==> config.mk <==
export PLATFORM = sky130hd
export DESIGN_NAME = weight_preload_sequencer
export DESIGN_NICKNAME = d
export VERILOG_FILES = /design/src/rtl/weight_preload_sequencer.sv
export SDC_FILE = /design/constraint.sdc
export NUM_CORES = 1
export LEC_CHECK = 0
export BUFFER_PORTS_ARGS = -buffer_cell sky130_fd_sc_hd__buf_2
export CAP_MARGIN = 20
export CORE_AREA = 2 2 65 67
export DETAILED_ROUTE_END_ITERATION = 12
export DIE_AREA = 0 0 67 69
export GPL_TIMING_DRIVEN = 1
export MAX_ROUTING_LAYER = met4
export SYNTH_ARGS = -nofsm -noshare
export SYNTH_HDL_FRONTEND = slang
export SYNTH_SLANG_ARGS = --single-unit
export TNS_END_PERCENT = 5
==> constraint.sdc <==
create_clock -name clk -period 3.2 [get_ports clk]
set_input_delay 0.8 -clock clk [delete_from_list [all_inputs] [get_ports clk]]
set_output_delay 0.8 -clock clk [all_outputs]
set_load 0.01 [all_outputs]
==> src/rtl/weight_preload_sequencer.sv <==
// rtl/weight_preload_sequencer.sv - host weight stream to mesh preload writer with start pulse
//
// Purpose:
//   Accepts a host weight stream over a valid/ready handshake and writes each
//   beat into the ROWS x COLS PE weight registers in row-major order through
//   the mesh preload interface. After the last write and a START_GAP cycle gap,
//   a single-cycle start/done pulse is issued to the array controller.
//
// Ports:
//   clk           in   clock, rising edge
//   rst           in   asynchronous active-high reset
//   load_req      in   begin a full-array load (sampled only when idle)
//   abort         in   cancel the current load, return to idle
//   w_valid       in   host weight valid
//   w_ready       out  sequencer can accept a weight (combinational)
//   w_data        in   signed host weight, DW bits
//   preload_valid out  preload write strobe, one cycle after each accept
//   preload_addr  out  {row, col}, row in the upper ROW_W bits
//   preload_data  out  weight bit pattern, unmodified
//   start         out  one-cycle compute start pulse
//   busy          out  high whenever not idle
//   done          out  one-cycle pulse, coincident with start
//   checksum      out  (PRELOAD_CHECKSUM_EN only) 16-bit running sum of the
//                      sign-extended accepted weights of the current load
//
// Optional feature macro: PRELOAD_CHECKSUM_EN

module weight_preload_sequencer #(
  parameter int DW        = 8,
  parameter int ROWS      = 16,
  parameter int COLS      = 16,
  parameter int ROW_W     = 4,
  parameter int COL_W     = 4,
  parameter int START_GAP = 2
) (
  input  logic                   clk,
  input  logic                   rst,
  input  logic                   load_req,
  input  logic                   abort,
  input  logic                   w_valid,
  output logic                   w_ready,
  input  logic [DW-1:0]          w_data,
  output logic                   preload_valid,
  output logic [ROW_W+COL_W-1:0] preload_addr,
  output logic [DW-1:0]          preload_data,
  output logic                   start,
  output logic                   busy,
  output logic                   done
`ifdef PRELOAD_CHECKSUM_EN
  ,
  output logic [15:0]            checksum
`endif
);

  // Gap counter must be able to hold START_GAP; keep at least one bit for START_GAP=0.
  localparam int GAP_W = (START_GAP < 1) ? 1 : $clog2(START_GAP + 1);

  typedef enum logic [1:0] {
    IDLE = 2'd0,
    LOAD = 2'd1,
    GAP  = 2'd2,
    FIRE = 2'd3
  } state_t;

  state_t             state_q;
  state_t             state_d;
  logic [ROW_W-1:0]   row_cnt;
  logic [COL_W-1:0]   col_cnt;
  logic [GAP_W-1:0]   gap_cnt;
  logic               last_col;
  logic               last_cell;
  logic               accept;

  assign last_col  = (col_cnt == COL_W'(COLS - 1));
  assign last_cell = last_col && (row_cnt == ROW_W'(ROWS - 1));

  // Accept is derived directly from state/inputs rather than from w_ready so
  // the datapath does not depend on the FSM output block.
  assign accept = (state_q == LOAD) && !abort && w_valid;

  // State register
  always_ff @(posedge clk or posedge rst) begin
    if (rst) begin
      state_q <= IDLE;
    end else begin
      state_q <= state_d;
    end
  end

  // Next-state and FSM outputs
  always_comb begin
    state_d = state_q;
    w_ready = 1'b0;
    start   = 1'b0;
    done    = 1'b0;
    busy    = (state_q != IDLE);
    case (state_q)
      IDLE: begin
        // abort has priority over a simultaneous load_req
        if (load_req && !abort) begin
          state_d = LOAD;
        end
      end
      LOAD: begin
        w_ready = !abort;
        if (abort) begin
          state_d = IDLE;
        end else if (w_valid && last_cell) begin
          state_d = GAP;
        end
      end
      GAP: begin
        if (abort) begin
          state_d = IDLE;
        end else if (gap_cnt == GAP_W'(START_GAP)) begin
          state_d = FIRE;
        end
      end
      FIRE: begin
        // An abort landing on the fire cycle suppresses the pulse.
        start   = !abort;
        done    = !abort;
        state_d = IDLE;
      end
      default: begin
        state_d = IDLE;
      end
    endcase
  end

  // Counters and registered preload outputs
  always_ff @(posedge clk or posedge rst) begin
    if (rst) begin
      row_cnt       <= '0;
      col_cnt       <= '0;
      gap_cnt       <= '0;
      preload_valid <= 1'b0;
      preload_addr  <= '0;
      preload_data  <= '0;
    end else begin
      preload_valid <= accept;
      if (accept) begin
        preload_addr <= {row_cnt, col_cnt};
        preload_data <= w_data;
      end

      // Counters only live while the next state is LOAD; leaving LOAD for any
      // reason (finish, abort) clears them so the next load starts at {0,0}.
      if (state_d != LOAD) begin
        row_cnt <= '0;
        col_cnt <= '0;
      end else if (accept) begin
        if (last_col) begin
          col_cnt <= '0;
          row_cnt <= row_cnt + 1'b1;
        end else begin
          col_cnt <= col_cnt + 1'b1;
        end
      end

      if ((state_q == GAP) && (state_d == GAP)) begin
        gap_cnt <= gap_cnt + 1'b1;
      end else begin
        gap_cnt <= '0;
      end
    end
  end

`ifdef PRELOAD_CHECKSUM_EN
  // Cleared on LOAD entry only; abort leaves the partial sum visible.
  always_ff @(posedge clk or posedge rst) begin
    if (rst) begin
      checksum <= '0;
    end else if ((state_q == IDLE) && (state_d == LOAD)) begin
      checksum <= '0;
    end else if (accept) begin
      checksum <= checksum + 16'($signed(w_data));
    end
  end
`endif

endmodule

==> results of run 1 <==
-- synth_stat cells (all sizes together) --
master	instances
a211oi	6
a21oi	3
a41oi	1
and2b	1
and4b	1
buf	6
clkbuf	1
dfrtp	29
ha	3
inv	7
mux2	1
mux2i	1
nand2	50
nand3	2
nand3b	1
nand4	1
nand4bb	1
nor2	3
nor3	3
nor3b	1
nor4	1
o21ai	5
o31ai	2
or2	1
or2b	1
or3	4
or4	3
-- metal layers --
layer / share of wire (%) / track usage (%) / up-vias
li1: - / - / 537
met1: 45 / 16.42 / 525
met2: 48 / 20.24 / 34
met3: 7.4 / 4.894 / 0
met4: 0 / 5.442 / 0
met5: 0 / - / -
-- area by class of cell --
cell class	count	area (sq um)	share of cell area (%)
Inverter	7	26.28	1.630
Timing Repair Buffer	37	192.7	11.96
Clock buffer	7	86.33	5.357
Sequential cell	29	725.7	45.03
Tap cell	50	62.56	3.882
Multi-Input combinational cell	96	518.0	32.14
-- where the power goes --
group          switching [mW]  internal (mW)
Clock                   0.125          0.170
Combinational          0.0586         0.0398
Sequential             0.0150          0.394
-- path summary, 6_finish.rpt --
path | end | startpoint | slack [ns]
max | done | abort | 1.07
min | gap_cnt[0]$_DFF_PP0_ | gap_cnt[0]$_DFF_PP0_ | 0.42
max reg2reg | col_cnt[2]$_DFFE_PP0P_ | state_q[1]$_DFF_PP0_ | 1.34
min reg2reg | gap_cnt[0]$_DFF_PP0_ | gap_cnt[0]$_DFF_PP0_ | 0.42
max in group asynchronous | preload_addr[5]$_DFFE_PP0P_ | rst | 2.33
min in group asynchronous | preload_addr[2]$_DFFE_PP0P_ | rst | 0.59
-- layout by cell type (no fill, tap or decap) --
cell / netlist / final
sky130_fd_sc_hd__o21ai_0: 4 / 4
sky130_fd_sc_hd__a41oi_1: 1 / 1
sky130_fd_sc_hd__buf_2: 5 / 34
sky130_fd_sc_hd__clkbuf_1: 1 / 1
sky130_fd_sc_hd__nand2_1: 50 / 50
sky130_fd_sc_hd__nor4_1: 1 / 1
sky130_fd_sc_hd__nand3_1: 2 / 2
sky130_fd_sc_hd__nand4_1: 1 / 1
sky130_fd_sc_hd__or4_1: 2 / 2
sky130_fd_sc_hd__o21ai_1: 1 / 1
sky130_fd_sc_hd__or2_2: 1 / 1
sky130_fd_sc_hd__a211oi_1: 5 / 5
sky130_fd_sc_hd__nor3b_1: 1 / 1
sky130_fd_sc_hd__clkbuf_8: 0 / 6
sky130_fd_sc_hd__nor2_1: 3 / 3
sky130_fd_sc_hd__nand3b_1: 1 / 1
sky130_fd_sc_hd__mux2_2: 1 / 1
sky130_fd_sc_hd__a21oi_1: 3 / 3
sky130_fd_sc_hd__or3_1: 4 / 4
sky130_fd_sc_hd__buf_4: 1 / 3
sky130_fd_sc_hd__dfrtp_1: 29 / 29
sky130_fd_sc_hd__and2b_1: 1 / 1
sky130_fd_sc_hd__nand4bb_1: 1 / 1
sky130_fd_sc_hd__or2b_1: 1 / 1
sky130_fd_sc_hd__and4b_1: 1 / 1
sky130_fd_sc_hd__a211oi_2: 1 / 1
sky130_fd_sc_hd__ha_1: 3 / 3
sky130_fd_sc_hd__or4_4: 1 / 1
sky130_fd_sc_hd__mux2i_1: 1 / 1
sky130_fd_sc_hd__nor3_1: 3 / 3
sky130_fd_sc_hd__o31ai_1: 2 / 2
sky130_fd_sc_hd__inv_1: 7 / 7
-- state kept, by name, indices dropped and copies added (netlist names) --
register / flops
col_cnt: 4
row_cnt: 4
preload_addr: 8
state_q: 2
preload_valid: 1
gap_cnt: 2
preload_data: 8
-- logic make-up after synthesis --
| logic type | Yosys count | share of synthesized area, % |
|---|---|---|
| adder cells (fa/ha/maj) | 3 | 2.874 |
| buffers and inverters | 14 | 4.789 |
| multiplexers | 2 | 1.628 |
| AND/OR/NAND/NOR | 74 | 26.44 |
| flip-flops | 29 | 55.56 |
| AO/OA/AOI/OAI | 17 | 8.716 |
==> run summary, run 1 <==
The logic depth of the worst path, buffers included is 3. For this design the top-level I/O count stands at 34. The post-route minimum period came out at 2.134 ns.

The net count after synthesis is 155. Yosys attributes the largest share of cell area to sky130_fd_sc_hd__dfrtp_1 (56%), sky130_fd_sc_hd__nand2_1 (14%), sky130_fd_sc_hd__a211oi_1 (2.9%). The non-filler instance count after layout came out at 226. The cell count after synthesis came out at 139. The yosys synthesis warning count came out at 0. Grouping stages by cell kind, the critical path spends the most delay in buffers and inverters. Clock-pin slew was measured on the worst setup and hold paths at 0.06 ns.

The synthesis-to-layout area growth is 23.37%. The routed wire length per instance came out at 11.74 um. The fraction of final layout cells with drive strength greater than 1 is 26.70%. The power after layout is 0.8032 mW. The clock insertion delay at the later pin of the skew report came out at 0.27 ns. The worst setup path is captured at an output port. TritonCTS built the clock tree. The total iterations of the first detailed-routing run came out at 4.

The starting DRC count in detailed routing came out at 59. Counting along the longest clock path gives a buffer depth of 2. The slowest stage of the critical path is the sky130_fd_sc_hd__nor3b_1 cell. Clock tree synthesis found a total of 29 sinks. The number of placement rows is 23. Dividing total power by cell area gives a power density of 498.4 mW/mm^2. The total via count after detailed routing came out at 1096. The die footprint is 0.004623 sq mm.

Global routing used 13.53% of the available tracks. The placed instance count came out at 218. Setup repair after global routing left no endpoint under its margin. The number of synthesized register bits is 29.

Of the post-synthesis cell area, the dominant cell type holds 55.56%. The final number of setup-violating endpoints came out at 0. Walking the worst path, the cells encountered are buf_2 > nor3b_1 > buf_2. Setup total negative slack on the finished layout was measured at 0 ns. The number of different library cells in the post-synthesis netlist is 31.

The total clock buffers created by CTS is 5. The setup fix buffers added after clock tree synthesis is 0. The mean number of vias per cell came out at 4.850. The worst endpoint required time is 2.40 ns. Summed over all instances, the cell type with the most area after synthesis is sky130_fd_sc_hd__dfrtp_1. Timing analysis after detailed placement gives a worst setup slack of 0.9093 ns. The total of buffers placed on input and output ports is 33. The post-route clock skew is 0.004754 ns. The placer's final routability congestion estimate came out at 0.7178. The final cell utilization of the core came out at 41.18%. The count of nets left with antenna violations after detail routing came out at 0. The synthesized cell area is 0.001306 sq mm. The depth of the CTS H-tree is 2. The share of the clock period used by the worst path came out at 66.68%.

The worst-case IR drop observed on VDD is 0.0002087 V. The half-perimeter wire length after placement came out at 1.849 mm. The worst setup path is of the input port to output port kind.

The flow ran to the end, and the final reports show no timing, DRC or antenna violations. The overall die width came out at 67 um. The number of cells on the worst hold path is 1. The slew at the pin with the worst max-slew slack is 0.7182 ns.

The worst-path maximum fanout is 7. Summing all placed instances gives a cell area of 0.001520 sq mm. STA classifies the critical path startpoint as an input port.

The initial antenna violation count was 0. The leakage power came out at 0.8565 nW. The path class of the tightest hold or removal check is flip-flop to flip-flop. The maximum clock frequency is 468.7 MHz. Summed over all layers, the global routing overflow is 0. On the final layout, the worst hold slack is 0.4239 ns. Setup slack closes at 1.066 ns. 0 antenna diodes ended up in the layout. The final max-slew violation count is 0.

The first global-routing pass estimated 4.636 mm of wire. The effective utilization at floorplan is 33.38%. The share of the Yosys chip area taken by registers is 55.56%. The buffer cell driving the clock tree root is sky130_fd_sc_hd__clkbuf_8. The floorplan step set the die height to 69 um. The final count of hold timing violations came to 0. The number of max-cap violations is 0. Wires add up to 2.653 mm. The post-cts hold buffer count is 0. Counting stages on the worst path, the most repeated cell is sky130_fd_sc_hd__buf_2. The number of buffers and inverters on the critical path came out at 2. The delay contributed by the slowest stage of the critical path is 0.23 ns. After the last flow step, the layout net total stands at 192. The average cell area after synthesis is 9.398 sq um. After clock tree synthesis, the repair step resized 0 gates.

The depth of the worst register-to-register path came out at 4. The pin count of the biggest net entering global routing came out at 30. The worst path arrival time is 1.33 ns. The summed area of non-filler cells in the final layout is 0.001612 sq mm. The via count of the first global-routing pass was 1034. The final-layout fill cell count came out at 402. The normalized max-slew margin is 51.80%.

The post-detailed-route DRC marker count is 0. The total core area came out at 0.003914 sq mm.
Note: power is estimated with default switching activity, not from simulation.
==> run 2, diff against run 1 <==
==> constraint.sdc (replaced) <==
create_clock -name clk -period 2 [get_ports clk]
set_input_delay 0.5 -clock clk [delete_from_list [all_inputs] [get_ports clk]]
set_output_delay 0.5 -clock clk [all_outputs]
set_load 0.01 [all_outputs]
==> run summary, run 2 (synthesis results as in run 1) <==
The die extent in y was 69 um (unchanged). The post-detailed-route DRC marker count is 0 (unchanged). The maximum number of buffers from clock root to sink came out at 2 (unchanged). The worst endpoint required time is 2.19 ns (was 2.40 ns).

The worst path arrival time was 1.96 ns (was 1.33 ns). The final count of hold timing violations is 0 (unchanged). The type of the worst min-delay path is input port to async pin (was flip-flop to flip-flop). Setup repair after global routing missed its margin: no (unchanged). The kind of end point of the critical path is a flip-flop (was output port). The placer's final routability congestion estimate was 0.7803 (was 0.7178). The half-perimeter wire length after placement is 1.936 mm (was 1.849 mm). The peak supply drop came out at 0.0003400 V (was 0.0002087 V).

The setup fix buffers added after clock tree synthesis came out at 0 (unchanged). The diode insertion count for antenna repair is 0 (unchanged). The count of nets after finishing came out at 193 (was 192). Biggest registers after layout: preload_addr x8, preload_data x8 (unchanged). The worst-path maximum fanout is 23 (was 7).

The final max-slew violation count is 0 (unchanged). The total via count after detailed routing came out at 1116 (was 1096). The post-route clock skew is 0.004991 ns (was 0.004754 ns). The clock tree from TritonCTS is done (unchanged). The final cell utilization of the core is 41.46% (was 41.18%). The total wire length after detailed routing is 2.777 mm (was 2.653 mm). The post-cts hold buffer count came out at 0 (unchanged). The depth of the CTS H-tree is 2 (unchanged). The startpoint-to-endpoint class of the critical path was flip-flop to flip-flop (was input port to output port). The wire length of the first global-routing pass is 4.754 mm (was 4.636 mm).

The fraction of final layout cells with drive strength greater than 1 came out at 28.09% (was 26.70%). For the finished layout, the period the worst path requires is 1.775 ns. The non-filler instance count after layout was 228 (was 226). The maximum clock frequency is 563.4 MHz. The number of cells upsized or downsized after cts is 0 (unchanged). The mean number of vias per cell is 4.895 (was 4.850).

The leakage power is 0.8624 nW (was 0.8565 nW). The leading cell type in the layout, fill and taps excluded is sky130_fd_sc_hd__nand2_1 (unchanged). The total number of clock tree sinks came to 29 (unchanged). The final total negative setup slack is 0 ns (unchanged). The overall die width is 67 um (unchanged).

The starting DRC count in detailed routing came out at 38 (was 59). The effective utilization at floorplan is 33.38% (unchanged). Commonest cells after routing, fill and taps aside: sky130_fd_sc_hd__nand2_1 (50), sky130_fd_sc_hd__buf_2 (33), sky130_fd_sc_hd__dfrtp_1 (29) (was sky130_fd_sc_hd__nand2_1 (50), sky130_fd_sc_hd__buf_2 (34), sky130_fd_sc_hd__dfrtp_1 (29)). The number of max-cap violations came out at 0 (unchanged). The via count of the first global-routing pass came out at 1083 (was 1034).

Of the available clock period, the critical path in the final layout requires 88.75%. The power per cell area is 777.8 mW/mm^2 (was 498.4 mW/mm^2). The total of buffers placed on input and output ports came out at 33 (unchanged). The routed wire length per instance came out at 12.18 um (was 11.74 um).

The number of I/O pins was 34 (unchanged). The final-layout fill cell count came to 414 (was 402). The nature of the critical path startpoint is a flip-flop (was input port). The buffer cell driving the clock tree root is sky130_fd_sc_hd__clkbuf_8 (unchanged). The total clock buffers created by CTS was 5 (unchanged). The placed instance count came to 220 (was 218). The normalized max-slew margin came out at 55.71% (was 51.80%).

The pin count of the biggest net entering global routing came out at 30 (unchanged). The total core area came out at 0.003914 sq mm (unchanged). The total track usage came out at 13.77% (was 13.53%). The count of nets left with antenna violations after detail routing is 0 (unchanged).

The aggregate global routing overflow is 0 (unchanged). The initial antenna violation count is 0 (unchanged). The clock slew at the register clock pins of the worst setup and hold paths came out at 0.06 ns (about the same). The clock insertion delay at the later pin of the skew report is 0.28 ns (was 0.27 ns).

The synthesis-to-layout area growth is 24.23% (was 23.37%). The final number of setup-violating endpoints came out at 0 (unchanged). Result of the run: completed (unchanged). The number of placement rows came out at 23 (unchanged). The total iterations of the first detailed-routing run came out at 4 (unchanged). The slew at the pin with the worst max-slew slack is 0.6600 ns (was 0.7182 ns).

The die footprint is 0.004623 sq mm (unchanged).
## run 2: cell types whose count changed in the layout (fill, tap and decap cells not counted)
cell,change
sky130_fd_sc_hd__clkinv_2,+2
sky130_fd_sc_hd__nand3_1,-1
sky130_fd_sc_hd__clkbuf_8,-1
sky130_fd_sc_hd__buf_2,-1
sky130_fd_sc_hd__nand3_2,+1
sky130_fd_sc_hd__buf_4,+2
## run 2: final cells by class
class	count	area, sq um	share of cell area, %
timing repair buffer	38	202.7	12.49
clock buffer	6	72.57	4.472
sequential	29	725.7	44.72
multi-input combinational	96	523.0	32.23
tap	50	62.56	3.855
inverter	7	26.28	1.619
clock inverter	2	10.01	0.6168
## run 2: worst max-delay path, cell delays in order (launching register included)
cell	delay, ns
sky130_fd_sc_hd__dfrtp_1	0.45
sky130_fd_sc_hd__nand4bb_1	0.36
sky130_fd_sc_hd__buf_4	0.31
sky130_fd_sc_hd__or3_1	0.32
sky130_fd_sc_hd__a211oi_1	0.24
## run 2: path summary, 6_finish.rpt
kind / from / endpoint / slack (ns) / cells past startpoint
worst max-delay path: state_q[1]$_DFF_PP0_ / col_cnt[2]$_DFFE_PP0P_ / 0.22 / 4
worst min-delay path: rst / preload_valid$_DFF_PP0_ / 0.28 / 3
worst max register to register: state_q[1]$_DFF_PP0_ / col_cnt[2]$_DFFE_PP0P_ / 0.22 / 4
worst min register to register: gap_cnt[0]$_DFF_PP0_ / gap_cnt[0]$_DFF_PP0_ / 0.43 / 1
max in group asynchronous: rst / preload_addr[6]$_DFFE_PP0P_ / 1.44 / 3
min in group clk: w_data[0] / preload_data[0]$_DFFE_PP0P_ / 0.41 / 3
## run 2: report_power, final
group / switching [mW] / leakage [nW] / internal [mW]
registers: 0.0230 / 0.393 / 0.631
logic: 0.0936 / 0.425 / 0.0646
clock network: 0.210 / 0.0450 / 0.240
total: 0.327 / 0.862 / 0.935
## run 2: layer usage
metal  track usage (%)  vias to the layer above  share of wire, %
met4             6.803                        0               1.9
met2             22.11                       32                50
met3             3.915                        8               6.7
met1             15.38                      537                42
met5                 -                        -                 0
li1                  -                      539                 -
## run 2: stage by stage
step	hold slack (ns)	area (sq um)	total power, mW	worst slack, ns
floorplan	0.4017	1306	0.7481	0.3385
global placement	0.4150	1535	0.8194	0.1372
detailed placement	0.4253	1535	0.8261	0.08366
CTS	0.2939	1618	1.286	0.1523
global route	0.3264	1623	1.334	0.1120
finish	0.2805	1623	1.262	0.2249
==> run 3, diff against run 2 <==
==> constraint.sdc (replaced) <==
create_clock -name clk -period 2.3 [get_ports clk]
set_input_delay 0.575 -clock clk [delete_from_list [all_inputs] [get_ports clk]]
set_output_delay 0.575 -clock clk [all_outputs]
set_load 0.01 [all_outputs]
==> run summary, run 3 (synthesis results as in run 1) <==
Result of the run: completed (unchanged). The type of the worst min-delay path is input port to async pin (unchanged). The final count of hold timing violations came to 0 (unchanged). The startpoint-to-endpoint class of the critical path was flip-flop to flip-flop (unchanged).

The summed area of non-filler cells in the final layout came out at 0.001618 sq mm (was 0.001623 sq mm). The number of max-cap violations came to 0 (unchanged). The destination of the critical timing path is row_cnt[3]$_DFFE_PP0P_ (was col_cnt[2]$_DFFE_PP0P_). The nature of the critical path startpoint is a flip-flop (unchanged). The post-placement setup slack came out at 0.2676 ns (was 0.08366 ns). The leading cell type in the layout, fill and taps excluded is sky130_fd_sc_hd__nand2_1 (unchanged).

The kind of end point of the critical path is a flip-flop (unchanged). The overall die width came out at 67 um (unchanged). The slew at the pin with the worst max-slew slack is 0.6532 ns (was 0.6600 ns). The post-route clock skew came out at 0.002938 ns (was 0.004991 ns).

The post-route minimum period is 1.827 ns (was 1.775 ns). The proportion of power drawn by combinational gates was 12.5% (about the same). The number of placement rows came out at 23 (unchanged). The clock insertion delay at the later pin of the skew report is 0.27 ns (was 0.28 ns).

The aggregate global routing overflow is 0 (unchanged). The worst-path cell with the longest stage delay was sky130_fd_sc_hd__or4_1 (was sky130_fd_sc_hd__dfrtp_1). The post-place instance area is 0.001535 sq mm (unchanged). The cell-internal power is 0.8135 mW (was 0.9353 mW). The final-layout fill cell count came out at 415 (was 414). The leakage power came to 0.8612 nW (was 0.8624 nW). The depth of the worst register-to-register path is 4 (unchanged). The worst endpoint required time came to 2.48 ns (was 2.19 ns). The number of cells upsized or downsized after cts came to 0 (unchanged). The fraction of final layout cells with drive strength greater than 1 was 27.53% (was 28.09%). The origin of the critical flop-to-flop path is col_cnt[0]$_DFFE_PP0P_ (was state_q[1]$_DFF_PP0_). The critical path startpoint is col_cnt[0]$_DFFE_PP0P_ (was state_q[1]$_DFF_PP0_). The die extent in y came out at 69 um (unchanged).

The via count of the first global-routing pass came out at 1110 (was 1083). The number of I/O pins is 34 (unchanged). The clock share of power was 35.7% (about the same). Setup repair after global routing missed its margin: no (unchanged). The delay contributed by the slowest stage of the critical path is 0.55 ns (was 0.45 ns).

The depth of the CTS H-tree came out at 2 (unchanged). The pin count of the biggest net entering global routing is 30 (unchanged). The placer's final routability congestion estimate came out at 0.7310 (was 0.7803). The initial antenna violation count is 0 (unchanged). The count of nets left with antenna violations after detail routing is 0 (unchanged). The post-detailed-route DRC marker count is 0 (unchanged). The count of nets after finishing was 193 (unchanged). The die footprint came to 0.004623 sq mm (unchanged). The effective utilization at floorplan is 33.38% (unchanged). The share of the clock period used by the worst path came to 79.44% (was 88.75%). The starting DRC count in detailed routing is 45 (was 38). The post-route worst setup slack is 0.4729 ns (was 0.2249 ns). The worst hold slack after final layout was 0.3623 ns (was 0.2805 ns). The total clock buffers created by CTS came out at 5 (unchanged). The diode insertion count for antenna repair came out at 0 (unchanged). The total number of clock tree sinks came out at 29 (unchanged). The setup fix buffers added after clock tree synthesis came out at 0 (unchanged). The total track usage came out at 14.21% (was 13.77%).

Biggest registers after layout: preload_addr x8, preload_data x8 (unchanged). The slack of the worst reg-to-reg path came out at 0.47 ns (was 0.22 ns). The synthesis-to-layout area growth came out at 23.85% (was 24.23%).

The final number of setup-violating endpoints came out at 0 (unchanged). The post-cts hold buffer count came to 0 (unchanged). The wire length of the first global-routing pass is 4.968 mm (was 4.754 mm). The total iterations of the first detailed-routing run was 4 (unchanged). The final max-slew violation count came out at 0 (unchanged). Commonest cells after routing, fill and taps aside: sky130_fd_sc_hd__nand2_1 (50), sky130_fd_sc_hd__buf_2 (33), sky130_fd_sc_hd__dfrtp_1 (29) (unchanged).

The maximum clock frequency is 547.3 MHz (was 563.4 MHz). Crit-path cells: ha_1 > nand3_1 > or4_1 > a211oi_1 (was nand4bb_1 > buf_4 > or3_1 > a211oi_1). The clock slew at the register clock pins of the worst setup and hold paths is 0.06 ns (about the same). The mean number of vias per cell was 4.759 (was 4.895). The final total negative setup slack is 0 ns (unchanged). The worst-path maximum fanout came out at 12 (was 23). The power per cell area is 677.9 mW/mm^2 (was 777.8 mW/mm^2). The routed wire length per instance is 12.12 um (was 12.18 um). The power after layout was 1.097 mW (was 1.262 mW).

The peak supply drop was 0.0002063 V (was 0.0003400 V). The maximum number of buffers from clock root to sink came out at 2 (unchanged). The total core area came to 0.003914 sq mm (unchanged). The normalized max-slew margin came out at 56.16% (was 55.71%). The part of the power in registers is 51.8% (about the same). The worst path arrival time is 2.01 ns (was 1.96 ns). The half-perimeter wire length after placement is 1.994 mm (was 1.936 mm). The total via count after detailed routing came out at 1085 (was 1116). The switching share of power is 25.82% (was 25.90%).

The total wire length after detailed routing came to 2.764 mm (was 2.777 mm). The switching power total was 0.2832 mW (was 0.3269 mW). The clock tree from TritonCTS is done (unchanged). The buffer cell driving the clock tree root is sky130_fd_sc_hd__clkbuf_8 (unchanged). The endpoint of the worst-slack reg-to-reg timing path was row_cnt[3]$_DFFE_PP0P_ (was col_cnt[2]$_DFFE_PP0P_). The total of buffers placed on input and output ports is 33 (unchanged).
-- run 3: worst max-delay path: cells and delay by family (launching register included) --
kind	cells	cell delay [ns]
adders and majority gates	1	0.22
AOI/OAI and AO/OA	1	0.23
and+or+nand+nor	2	0.85
DFF	1	0.43
-- run 3: power by group through the flow --
stage	clock network (mW)	logic, mW	registers (mW)
2_1_floorplan	0	0.0555	0.595
3_3_place_gp	0	0.137	0.576
3_5_place_dp	0	0.141	0.578
4_1_cts	0.409	0.141	0.568
5_1_grt	0.439	0.158	0.571
6_report	0.391	0.137	0.568
-- run 3: worst min path at each step --
stage | cells after the start | start | endpoint
final | 3 | rst | preload_data[0]$_DFFE_PP0P_
after global routing | 3 | rst | preload_data[4]$_DFFE_PP0P_
after detailed placement | 1 | gap_cnt[0]$_DFF_PP0_ | gap_cnt[0]$_DFF_PP0_
after floorplan | 1 | gap_cnt[0]$_DFF_PP0_ | gap_cnt[0]$_DFF_PP0_
after global placement | 1 | gap_cnt[0]$_DFF_PP0_ | gap_cnt[0]$_DFF_PP0_
after CTS | 3 | rst | col_cnt[0]$_DFFE_PP0P_
-- run 3: metal layers --
metal	track usage, %	vias to the layer above	wire length (um)
li1	-	536	-
met1	17.05	513	1233
met2	22.33	32	1297
met3	4.078	4	197
met4	5.442	0	36
met5	-	-	0
-- run 3: final cells by class --
cell class              instances  area (sq um)  area share, %
clock buffers                   6         72.57          4.486
flip-flops and latches         29         725.7          44.86
multi-input cells              96         518.0          32.02
repair buffers                 38         202.7          12.53
well taps                      50         62.56          3.867
clock inverters                 2         10.01         0.6187
inverters                       7         26.28          1.624
-- run 3: per-stage QoR --
stage | cells | utilization (%)
6_report | 228 | 41.34
5_1_grt | 228 | 41.34
4_1_cts | 228 | 41.34
3_5_place_dp | 220 | 39.23
3_3_place_gp | 220 | 39.23
2_1_floorplan | 139 | -
